File: config.mk
export PLATFORM = sky130hd
export DESIGN_NAME = regfile_wr_arbiter
export DESIGN_NICKNAME = d
export VERILOG_FILES = /design/src/rtl/regfile_wr_arbiter.sv
export SDC_FILE = /design/constraint.sdc
export NUM_CORES = 1
export LEC_CHECK = 0
export BUFFER_PORTS_ARGS = -buffer_cell sky130_fd_sc_hd__buf_2
export CORE_MARGIN = 3
export CORE_UTILIZATION = 30
export DETAILED_ROUTE_END_ITERATION = 7
export SLEW_MARGIN = 15
export SYNTH_ARGS = -nofsm -noshare
export SYNTH_HDL_FRONTEND = slang
export SYNTH_SLANG_ARGS = --single-unit
File: constraint.sdc
create_clock -name clk -period 6.39 [get_ports clk]
set_clock_uncertainty 0.2 [all_clocks]
set_input_delay 0.639 -clock clk [delete_from_list [all_inputs] [get_ports clk]]
set_output_delay 0.639 -clock clk [all_outputs]
set_load 0.02 [all_outputs]
File: src/rtl/regfile_wr_arbiter.sv
// Round-robin arbiter sharing the register bank's single write port between NUM_REQ requesters.
// Optional ARB_X0_DROP_EN: grants to address 0 are acked but do not assert wr_en.
module regfile_wr_arbiter #(
  parameter int NUM_REQ    = 4,
  parameter int DATA_WIDTH = 32,
  parameter int ADDR_WIDTH = 5
) (
  input  logic                             clk,
  input  logic                             rst,
  input  logic [NUM_REQ-1:0]               req,
  input  logic [NUM_REQ*ADDR_WIDTH-1:0]    req_addr,
  input  logic [NUM_REQ*DATA_WIDTH-1:0]    req_data,
  input  logic                             wr_stall,
  output logic [NUM_REQ-1:0]               gnt,
  output logic                             wr_en,
  output logic [ADDR_WIDTH-1:0]            wr_addr,
  output logic [DATA_WIDTH-1:0]            wr_data,
  output logic [$clog2(NUM_REQ)-1:0]       rr_ptr_o
);

  localparam int PTR_W = $clog2(NUM_REQ);

  logic [NUM_REQ-1:0]    r_gnt;
  logic                  r_wr_en;
  logic [ADDR_WIDTH-1:0] r_wr_addr;
  logic [DATA_WIDTH-1:0] r_wr_data;
  logic [PTR_W-1:0]      r_rr_ptr;

  logic [NUM_REQ-1:0]    w_eligible;
  logic                  w_found;
  logic [PTR_W-1:0]      w_idx;
  logic [PTR_W-1:0]      w_win;
  logic                  w_grant;
  logic [PTR_W-1:0]      w_next_ptr;
  logic [NUM_REQ-1:0]    w_onehot;
  logic [ADDR_WIDTH-1:0] w_sel_addr;
  logic [DATA_WIDTH-1:0] w_sel_data;
  logic                  w_wr_en_next;

  // Winner selection: first eligible index scanning from the pointer, wrapping.
  always_comb begin
    w_eligible = req & ~r_gnt;
    w_found    = 1'b0;
    w_idx      = '0;
    w_win      = '0;
    for (int k = 0; k < NUM_REQ; k++) begin
      w_idx = PTR_W'((int'(r_rr_ptr) + k) % NUM_REQ);
      if (!w_found && w_eligible[w_idx]) begin
        w_found = 1'b1;
        w_win   = w_idx;
      end else begin
        w_found = w_found;
      end
    end
  end

  // Next-state values for the write port and pointer.
  always_comb begin
    w_grant    = w_found & ~wr_stall;
    w_onehot   = {{(NUM_REQ-1){1'b0}}, 1'b1} << w_win;
    w_sel_addr = req_addr[w_win*ADDR_WIDTH +: ADDR_WIDTH];
    w_sel_data = req_data[w_win*DATA_WIDTH +: DATA_WIDTH];
    if (w_win == PTR_W'(NUM_REQ - 1)) begin
      w_next_ptr = '0;
    end else begin
      w_next_ptr = w_win + PTR_W'(1);
    end
`ifdef ARB_X0_DROP_EN
    // x0 writes are architecturally discarded; ack the requester but keep the bank idle.
    w_wr_en_next = (w_sel_addr != {ADDR_WIDTH{1'b0}});
`else
    w_wr_en_next = 1'b1;
`endif
  end

  // Registered grant, bank write port and round-robin pointer.
  always_ff @(posedge clk or posedge rst) begin
    if (rst) begin
      r_gnt     <= '0;
      r_wr_en   <= 1'b0;
      r_wr_addr <= '0;
      r_wr_data <= '0;
      r_rr_ptr  <= '0;
    end else if (w_grant) begin
      r_gnt     <= w_onehot;
      r_wr_en   <= w_wr_en_next;
      r_wr_addr <= w_sel_addr;
      r_wr_data <= w_sel_data;
      r_rr_ptr  <= w_next_ptr;
    end else begin
      r_gnt     <= '0;
      r_wr_en   <= 1'b0;
    end
  end

  assign gnt      = r_gnt;
  assign wr_en    = r_wr_en;
  assign wr_addr  = r_wr_addr;
  assign wr_data  = r_wr_data;
  assign rr_ptr_o = r_rr_ptr;

endmodule

After elaboration in Yosys (flattened, before gate mapping) --
Index checks and enable logic that the tools add are counted.
Cells by class: add/subtract/negate cells 4, $mul 1, order comparisons 4, equal/unequal tests 1, shifts and indexed selects 3, muxes and demuxes 19, bitwise gates (word level) 4, reduce and logical (&&, ||, !) cells 6
Operators with widths (number):
- 128-bit by 8-bit indexed part select with 32-bit output | 1
- 20-bit by 6-bit indexed part select with 5-bit output | 1
- 2-bit by 3-bit < comparator with 1-bit output (second input constant) | 4
- 2-bit two-way mux | 5
- 1-bit two-way mux | 9
- 1-bit binary-select mux with 2-bit select | 4
- 2-bit by 3-bit multiplier with 5-bit output (second input constant) | 1
- 2-bit by 1-bit adder with 2-bit output (second input constant) | 2
- 2-bit adder (second input constant) | 2
- 4-bit AND | 1
- 4-bit two-way mux | 1
- 4-bit NOT | 1
- 1-bit by 2-bit << shifter with 4-bit output (first input constant) | 1
- 1-bit logical AND | 3
- 1-bit logical NOT | 3
- 2-bit equality test (second input constant) | 1
- 1-bit AND | 1
- 1-bit NOT | 1
Storage, ports and cells: bits in registers 44, bits of input ports 155, output and inout bits 44, word-level logic and storage cells 47

Longest topological paths before layout --
Gate-level depths: netlist of the first run.
word-level depth 16, mapped depth 8, gate-level depth less buffers 6

Worst setup path before layout of the first run --
No wires, ideal clock.
path type input-to-reg, start point in req[2], end point reg r_wr_data[14] (netlist: wr_data[14]), library setup time 132 ps, data arrival time 1937 ps, data required time 6058 ps, slack 4122 ps, cell stages on the path 8, buffers on the path 3, cells stage by stage or3b_1 -> o211ai_2 -> a21o_1 -> buf_4 -> buf_6 -> buf_4 -> o211ai_1 -> o2bb2ai_1
Between the ends: longest elaborated chain between the ends 14, elaborated cells on any way between the ends 25, classes of those cells shift (1); mux (16); bitwise (2); reduce/logical (6)
Ends and longest elaborated chain:
- start: declaration | RTL line 10 | input logic [NUM_REQ-1:0] req,
- 4-bit AND * | RTL line 42 | w_eligible = req & ~r_gnt;
- 1-bit binary-select mux with 2-bit select | RTL line 48 | if (!w_found && w_eligible[w_idx]) begin
- 1-bit two-way mux (not written as such) | RTL line 48
- 1-bit two-way mux | RTL line 48
- 1-bit logical NOT | RTL line 48
- 1-bit logical AND | RTL line 48
- 1-bit two-way mux | RTL line 48
- 1-bit logical NOT | RTL line 48
- 1-bit logical AND | RTL line 48
- 1-bit two-way mux | RTL line 48
- 1-bit logical NOT | RTL line 48
- 1-bit logical AND | RTL line 48
- 2-bit two-way mux or 1-bit two-way mux (tied branches) | RTL line 48
- 128-bit by 8-bit indexed part select with 32-bit output or 1-bit AND (tied branches) | RTL line 62, 59
- end signal: assignment | RTL line 88 | r_wr_data <= w_sel_data;
- end: declaration | RTL line 26 | logic [DATA_WIDTH-1:0] r_wr_data;
Every way passes the cells marked *; elsewhere a longest branch is shown, timed or not. The select of a mux whose other input is x is not followed. A chain may end at the register's enable or synchronous reset.

Final worst setup path of the first run --
start point reg r_gnt[2] (netlist: gnt[2]), end point reg r_wr_data[25] (netlist: wr_data[25])
Between the ends: longest elaborated chain between the ends 15, elaborated cells on any way between the ends 26, classes of those cells shift (1); mux (16); bitwise (3); reduce/logical (6)
Ends and longest elaborated chain:
- start: declaration | RTL line 23 | logic [NUM_REQ-1:0] r_gnt;
- start signal: assignment | RTL line 85 | r_gnt <= w_onehot;
- 4-bit NOT * | RTL line 42
- 4-bit AND * | RTL line 42
- 1-bit binary-select mux with 2-bit select | RTL line 48
- 1-bit two-way mux (not written as such) | RTL line 48
- 1-bit two-way mux | RTL line 48
- 1-bit logical NOT | RTL line 48
- 1-bit logical AND | RTL line 48
- 1-bit two-way mux | RTL line 48
- 1-bit logical NOT | RTL line 48
- 1-bit logical AND | RTL line 48
- 1-bit two-way mux | RTL line 48
- 1-bit logical NOT | RTL line 48
- 1-bit logical AND | RTL line 48
- 2-bit two-way mux or 1-bit two-way mux (tied branches) | RTL line 48
- 128-bit by 8-bit indexed part select with 32-bit output or 1-bit AND (tied branches) | RTL line 62, 59
Marks and branches as above.

==> results of run 1 <==
worst paths after layout:
path                                    startpoint                       to  slack (ns)  cells after the start
setup / recovery                  gnt[2]$_DFF_PP0_  wr_data[25]$_DFFE_PP0P_        2.75                      5
max in group asynchronous                      rst  wr_data[26]$_DFFE_PP0P_        5.04                      2
hold reg to reg            wr_data[28]$_DFFE_PP0P_  wr_data[28]$_DFFE_PP0P_        0.38                      2
min in group clk           wr_data[28]$_DFFE_PP0P_  wr_data[28]$_DFFE_PP0P_        0.38                      2
hold / removal                                 rst  wr_data[13]$_DFFE_PP0P_        0.36                      2
setup reg to reg                  gnt[2]$_DFF_PP0_  wr_data[25]$_DFFE_PP0P_        2.75                      5
final cells by class:
| cell class | count | area [sq um] | share of cell area [%] |
|---|---|---|---|
| clock inverter | 1 | 5.00 | 0.118 |
| inverter | 40 | 150 | 3.54 |
| tap | 133 | 166 | 3.92 |
| multi-input combinational | 242 | 1760 | 41.4 |
| timing repair buffer | 198 | 991 | 23.3 |
| clock buffer | 6 | 72.6 | 1.71 |
| sequential | 44 | 1100 | 25.9 |
kinds of logic after synthesis:
family / after synthesis / share of synthesized area (%)
and+or+nand+nor: 65 / 9.31
buffers and inverters: 75 / 10.8
AOI/OAI and AO/OA: 139 / 33.2
muxes: 37 / 11.7
DFF: 44 / 34.7
xor gates and xnor gates: 1 / 0.276
state kept, by name, summed over array words and instances, names as in the netlist:
name      cells
wr_addr       5
wr_data      32
rr_ptr_o      2
gnt           4
wr_en         1
routing by layer:
layer / wire length [microns] / vias to the layer above
met1: 4610 / 1638
met2: 5400 / 145
met3: 738 / 7
li1: - / 1682
met5: 0 / -
met4: 79 / 0
metrics by stage:
step | hold slack, ns | setup WS (ns) | power, mW
final | 0.363 | 2.75 | 1.79
after global routing | 0.400 | 2.34 | 1.93
after CTS | 0.379 | 2.66 | 1.80
after detailed placement | 0.357 | 2.42 | 1.63
after global placement | 0.346 | 2.56 | 1.61
after floorplan | 0.457 | 4.12 | 1.33
power by group through the flow:
stage	logic, mW	registers (mW)	clock network (mW)
4_1_cts	1.13	0.497	0.178
6_report	1.12	0.497	0.169
5_1_grt	1.23	0.514	0.191
3_3_place_gp	1.11	0.498	0
3_5_place_dp	1.13	0.499	0
2_1_floorplan	0.675	0.655	0
synthesized netlist by cell type (2+ instances only):
master	instances
nor2_1	48
a211oi_1	27
nand2b_1	4
mux2i_1	37
a21oi_1	2
nand2_1	2
o211ai_2	2
clkbuf_1	19
o21ai_1	4
inv_1	39
o211ai_1	23
buf_4	4
buf_1	3
dfrtp_1	44
o221ai_1	23
and3_1	2
o21ai_0	15
nor3_1	2
o2bb2ai_1	23
buf_12	2
and2b_1	2
buf_2	6
o22ai_1	14
placed cells by master, fill, tap and decap left out, drive strengths merged:
master and instances:
o22ai 14, nand2b 4, a21o 1, o21ai 20, a41o 1, buf 198, o311a 1, a211oi 28
xnor2 1, or3b 2, mux2i 37, dfrtp 44, o221ai 23, clkbuf 6, nor3 3, and2b 2
and3b 1, o211ai 25, a21oi 3, clkinv 1, nand2 2, o2bb2ai 23, nor2 49, inv 40
and3 2
==> results.yml, run 1 <==
status:
  status: "complete, no violations"
global_routing:
  grt_pass1_vias: 3302
  grt-ovfl-total: 0
  antenna_found_initial: 0
  grt_use_met2_pct: 28.9
  gr-usage-all-layers_pct: 17.5
  grt_pass1_wl_microns: 16500
  grt_util_met1_pct: 24.8
  grt_use_met3_pct: 2.13
  grt_start_max_net_pins: 77
  busiest_layer: "met2"
power_and_ir_drop:
  combPwrFrac_pct: 62.7
  p_switching_mw: 0.886
  p_clk_share_pct: 9.4
  p_int_mw: 0.901
  pwr-share-seq_pct: 27.8
  switching_share_pct: 49.6
  power.density_nw_per_um2: 421
  ir_drop_v: 0.000335
  p_leak_nw: 2.17
cts:
  post_cts_resized: 0
  clock_latency_ns: 0.29
  root_buffer: "clkbuf_8"
  clk_pin_slew_worst_paths_ns: 0.09
  cts_setup_buffers: 0
  clock_sinks: 44
  cts_tree: "done"
  h-tree-depth: 2
  cts_buffer_depth: 2
  cts_buffers: 5
  cts_hold_buf: 0
placed_design:
  placed_cells: 657
  place_congestion: 0.818
  dpl.hpwl_microns: 7770
  dpl_cell_area_sq_um: 4170
  port_buffers: 198
logic_synthesis:
  synth_top_flop_cell: "dfrtp_1"
  avgSynthCellArea_sq_um: 8.79
  synthCells: 361
  async_flop_share_pct: 100
  synth_top_cell_by_area: "dfrtp_1"
  yosysWarnings: 0
  syn_area_sq_um: 3170
  synth_edf_count: 0
  ys_types: 37
  yosysSeqAreaShare_pct: 34.7
  synth-seq-cells: 44
  synth_nets: 516
  synth_top_area_share_pct: 34.7
  yosys-top-cells-area: "dfrtp_1 35%, mux2i_1 12%, a211oi_1 6.4%, o221ai_1 6.3%, o2bb2ai_1 6.3%"
timing:
  min_period_ns: 3.64
  max_freq_ghz: 0.274
  setup_violations: 0
  max-slew-margin-rel_pct: 27.8
  period_share_pct: 57.0
  hold_violations: 0
  fin_tns_setup_ns: 0
  rsz0062_at_grt: "false"
  tightest_slew_ns: 1.08
  finalMaxSlewViolations: 0
detailed_routing:
  routed_wirelength_microns: 10800
  wl_per_cell_microns: 16.3
  postRouteAntennaNets: 0
  viasPerCell: 5.23
  dr_total_vias: 3472
  drtIter0Drc: 127
  drcViolationCount: 0
  firstDrtPassIters: 4
layout:
  design_area_sq_um: 4250
  area_delta_synth_final_pct: 33.8
  final_nets: 686
  diodes: 0
  drive_gt1_share_pct: 41.4
  fin_util_pct: 42.3
  stdcell_count: 664
  nFillCells: 1019
worst_setup_path:
  cp.required_ns: 6.38
  crit_path_max_incr_delay_ns: 0.89
  crit_family: "simple AND/OR/NAND/NOR gates"
  critical_path_peak_fanout: 67
  critical_path_class: "reg -> reg"
  crit_path_end_kind: "flip-flop"
  cp_slowest_cell: "inv_2"
  crit_path_start_kind: "flip-flop"
  cp.arrival_ns: 3.64
  crit_buf_inv: 1
  crit_chain: "nand2b_1, a41o_1, inv_2, nand2_1, o2bb2ai_1"
floorplanning:
  start_util_pct: 31.6
  chipWidth_microns: 109
  num_rows: 36
  dieHeight_microns: 109
  coreArea_sq_um: 10000
  pin_count: 199
  die_area_sq_um: 11800
job:
  drv_cap: 0
hold_path:
  hold_class: "in -> async"
Note: power is estimated with default switching activity, not from simulation.
==> run 2, diff against run 1 <==
ABC_AREA = 1   (was default)
clock period = 3 ns   (was 6.39 ns; I/O delays follow)
==> run 2 against run 1 <==
  * Cell count up 36%
  * Combinational power rose to 4.6 times the previous value
  * Sequential share of layout area down 2.0 points
  * Total power rose to 3.8 times the previous value
  * Non-clock buffer count up 11
  * Sequential power up 110%
  * Area after synthesis up 7.3%
  * Core utilization down 0.43 points
  * Critical endpoint is now wr_data[27]$_DFFE_PP0P_
==> results.yml, run 2 <==
global_routing:
  grt_pass1_vias: 4060
  antenna_found_initial: 0
  grt_start_max_net_pins: 65
  grt_pass1_wl_microns: 18800
  gr-usage-all-layers_pct: 17.5
  grt-ovfl-total: 0
worst_setup_path:
  crit_path_end_kind: "flip-flop"
  reg2reg_to: "wr_data[27]$_DFFE_PP0P_"
  crit_path_max_incr_delay_ns: 0.51
  cp-endpoint: "wr_data[27]$_DFFE_PP0P_"
  crit_path_start: "rr_ptr_o[0]$_DFFE_PP0P_"
  rr_worst_depth: 14
  crit_path_start_kind: "flip-flop"
  cp_slowest_cell: "dfrtp_1"
  critical_path_class: "reg -> reg"
  ff2ff_setup_slack_ns: 0.32
  cp_common_cell: "nand2_1"
  crit_chain: "xnor2_1, nand2_1, nand2_2, inv_2, nand2_1, nand3_2, nand2_2, buf_6, nand2_1, nand2_1, nand2_1, nand2_1, nand2_1, nand2_1"
  cp.arrival_ns: 2.69
  cp.required_ns: 3.01
  critical_path_peak_fanout: 50
  r2r_start: "rr_ptr_o[0]$_DFFE_PP0P_"
layout:
  final_common_cell: "nand2_1"
  design_area_sq_um: 4590
  final_nets: 920
  nFillCells: 1227
  largest_reg_flops: 32
  diodes: 0
  drive_gt1_share_pct: 29.2
  layout_common_cells: "387 x nand2_1, 198 x buf_2, 86 x nand3_1, 44 x dfrtp_1, 9 x inv_1"
  fin_util_pct: 41.8
  area_delta_synth_final_pct: 35.0
floorplanning:
  coreArea_sq_um: 11000
  num_rows: 38
  die_area_sq_um: 12700
  dieHeight_microns: 113
  start_util_pct: 31.0
  chipWidth_microns: 113
  pin_count: 199
cts:
  cts_buffers: 5
  root_buffer: "clkbuf_16"
  h-tree-depth: 2
  cts_tree: "done"
  cts_hold_buf: 0
  clock_sinks: 44
  cts_setup_buffers: 0
  clk_pin_slew_worst_paths_ns: 0.07
  cts_buffer_depth: 2
  clock_latency_ns: 0.28
timing:
  setup_ws_ns: 0.325
  max-slew-margin-rel_pct: 35.4
  setup_violations: 0
  min_period_ns: 2.68
  max_freq_ghz: 0.374
  period_share_pct: 89.2
  finalMaxSlewViolations: 0
  rsz0062_at_grt: "false"
  hold_violations: 0
  tightest_slew_ns: 0.968
  fin_tns_setup_ns: 0
logic_synthesis:
  synth_top_cell_by_area: "nand2_1"
  async_flop_share_pct: 100
  yosysWarnings: 0
  synth_edf_count: 0
  synth_nets: 745
  synthCells: 590
  synth_top_flop_cell: "dfrtp_1"
  yosys-top-cells-count: "387 x nand2_1, 87 x nand3_1, 44 x dfrtp_1, 19 x buf_2, 10 x inv_1"
  yosys-top-cells-area: "nand2_1 43%, dfrtp_1 32%, nand3_1 13%, buf_2 2.8%, buf_4 1.8%"
  yosysSeqAreaShare_pct: 32.3
  avgSynthCellArea_sq_um: 5.77
  synth.most_common_cell: "nand2_1"
  syn_area_sq_um: 3400
  ys_types: 22
  synth-seq-cells: 44
  synth_top_area_share_pct: 42.7
power_and_ir_drop:
  p_clk_share_pct: 9.0
  switching_share_pct: 56.8
  p_leak_nw: 2.95
  combPwrFrac_pct: 75.3
  p_int_mw: 2.93
  power.density_nw_per_um2: 1480
  pwr-share-seq_pct: 15.6
  p_switching_mw: 3.85
  ir_drop_v: 0.000771
  power_mw: 6.78
placed_design:
  dpl.hpwl_microns: 8490
  dpl_cell_area_sq_um: 4430
  dp_slack_ns: 0.261
  place_congestion: 0.861
  port_buffers: 198
detailed_routing:
  dr_total_vias: 4235
  firstDrtPassIters: 4
  viasPerCell: 4.67
  drtIter0Drc: 197
  routed_wirelength_microns: 11400
  postRouteAntennaNets: 0
  wl_per_cell_microns: 12.6
  drcViolationCount: 0
job:
  drv_cap: 0
hold_path:
  hold_class: "in -> async"
status:
  status: "complete, no violations"
==> run 2: cell count changes after synthesis, sizes merged, moves of 19 or more <==
| cell | before | now |
|---|---|---|
| a211oi | 28 | 0 |
| inv | 40 | 12 |
| mux2i | 37 | 0 |
| nand2 | 2 | 390 |
| nand3 | 0 | 88 |
| nor2 | 49 | 3 |
| o211ai | 25 | 1 |
| o21ai | 20 | 1 |
| o221ai | 23 | 0 |
| o2bb2ai | 23 | 0 |
==> run 2: logic make-up (layout without fill, tap and decap cells) <==
group | after synthesis | after routing | synth area share, %
xor+xnor | 2 | 2 | 0.515
buf+inv | 54 | 230 | 8.97
compound gates | 5 | 5 | 0.845
flops | 44 | 44 | 32.3
simple gates | 485 | 485 | 57.3
==> run 2: worst min-delay path by stage <==
| stage | cells after the start | slack [ns] | endpoint |
|---|---|---|---|
| 2_1_floorplan | 1 | 0.37 | gnt[0]$_DFF_PP0_ |
| 3_3_place_gp | 2 | 0.26 | wr_data[21]$_DFFE_PP0P_ |
| 3_5_place_dp | 2 | 0.26 | wr_data[29]$_DFFE_PP0P_ |
| 4_1_cts | 2 | 0.08 | wr_data[11]$_DFFE_PP0P_ |
| 5_1_grt | 2 | 0.12 | wr_data[11]$_DFFE_PP0P_ |
| 6_report | 2 | 0.04 | wr_data[11]$_DFFE_PP0P_ |
==> run 2: per-stage QoR <==
stage / instances / hold slack (ns)
4_1_cts: 906 / 0.0783
3_3_place_gp: 898 / 0.257
6_report: 906 / 0.0414
2_1_floorplan: 590 / 0.369
5_1_grt: 906 / 0.124
3_5_place_dp: 898 / 0.260
==> run 2: final cells by class <==
| type | instances | area [sq um] | share of cell area, % |
|---|---|---|---|
| clock inverters | 2 | 35.0 | 0.763 |
| clock buffers | 6 | 129 | 2.81 |
| well taps | 140 | 175 | 3.81 |
| flip-flops and latches | 44 | 1100 | 24.0 |
| repair buffers | 209 | 1100 | 24.0 |
| multi-input cells | 492 | 2000 | 43.6 |
| inverters | 13 | 48.8 | 1.06 |
==> run 2: critical path, delay by kind of cell (launching register included) <==
family,cells,cell delay (ns)
flops,1,0.51
simple gates,11,1.15
xor+xnor,1,0.33
buf+inv,2,0.38
==> run 2: repair_timing <==
item,in CTS,in global routing
resized for setup,0,1
setup endpoints to repair,0,26
hold endpoints to repair,0,0
==> run 2: power by group through the flow <==
| stage | combinational, mW | sequential (mW) | clock, mW |
|---|---|---|---|
| floorplan | 3.84 | 1.35 | 0 |
| global placement | 5.05 | 1.06 | 0 |
| detailed placement | 5.12 | 1.07 | 0 |
| CTS | 5.14 | 1.06 | 0.632 |
| global route | 5.89 | 1.10 | 0.662 |
| finish | 5.10 | 1.06 | 0.613 |
==> run 2: per-layer routing <==
layer  GRT usage (%)  vias up  share of wire [%]
met1            22.3     1902                 43
met4            3.93        0                1.3
met2            30.2      149                 48
met5               0        -                  0
li1                -     2168                  -
met3            3.99       16                7.4
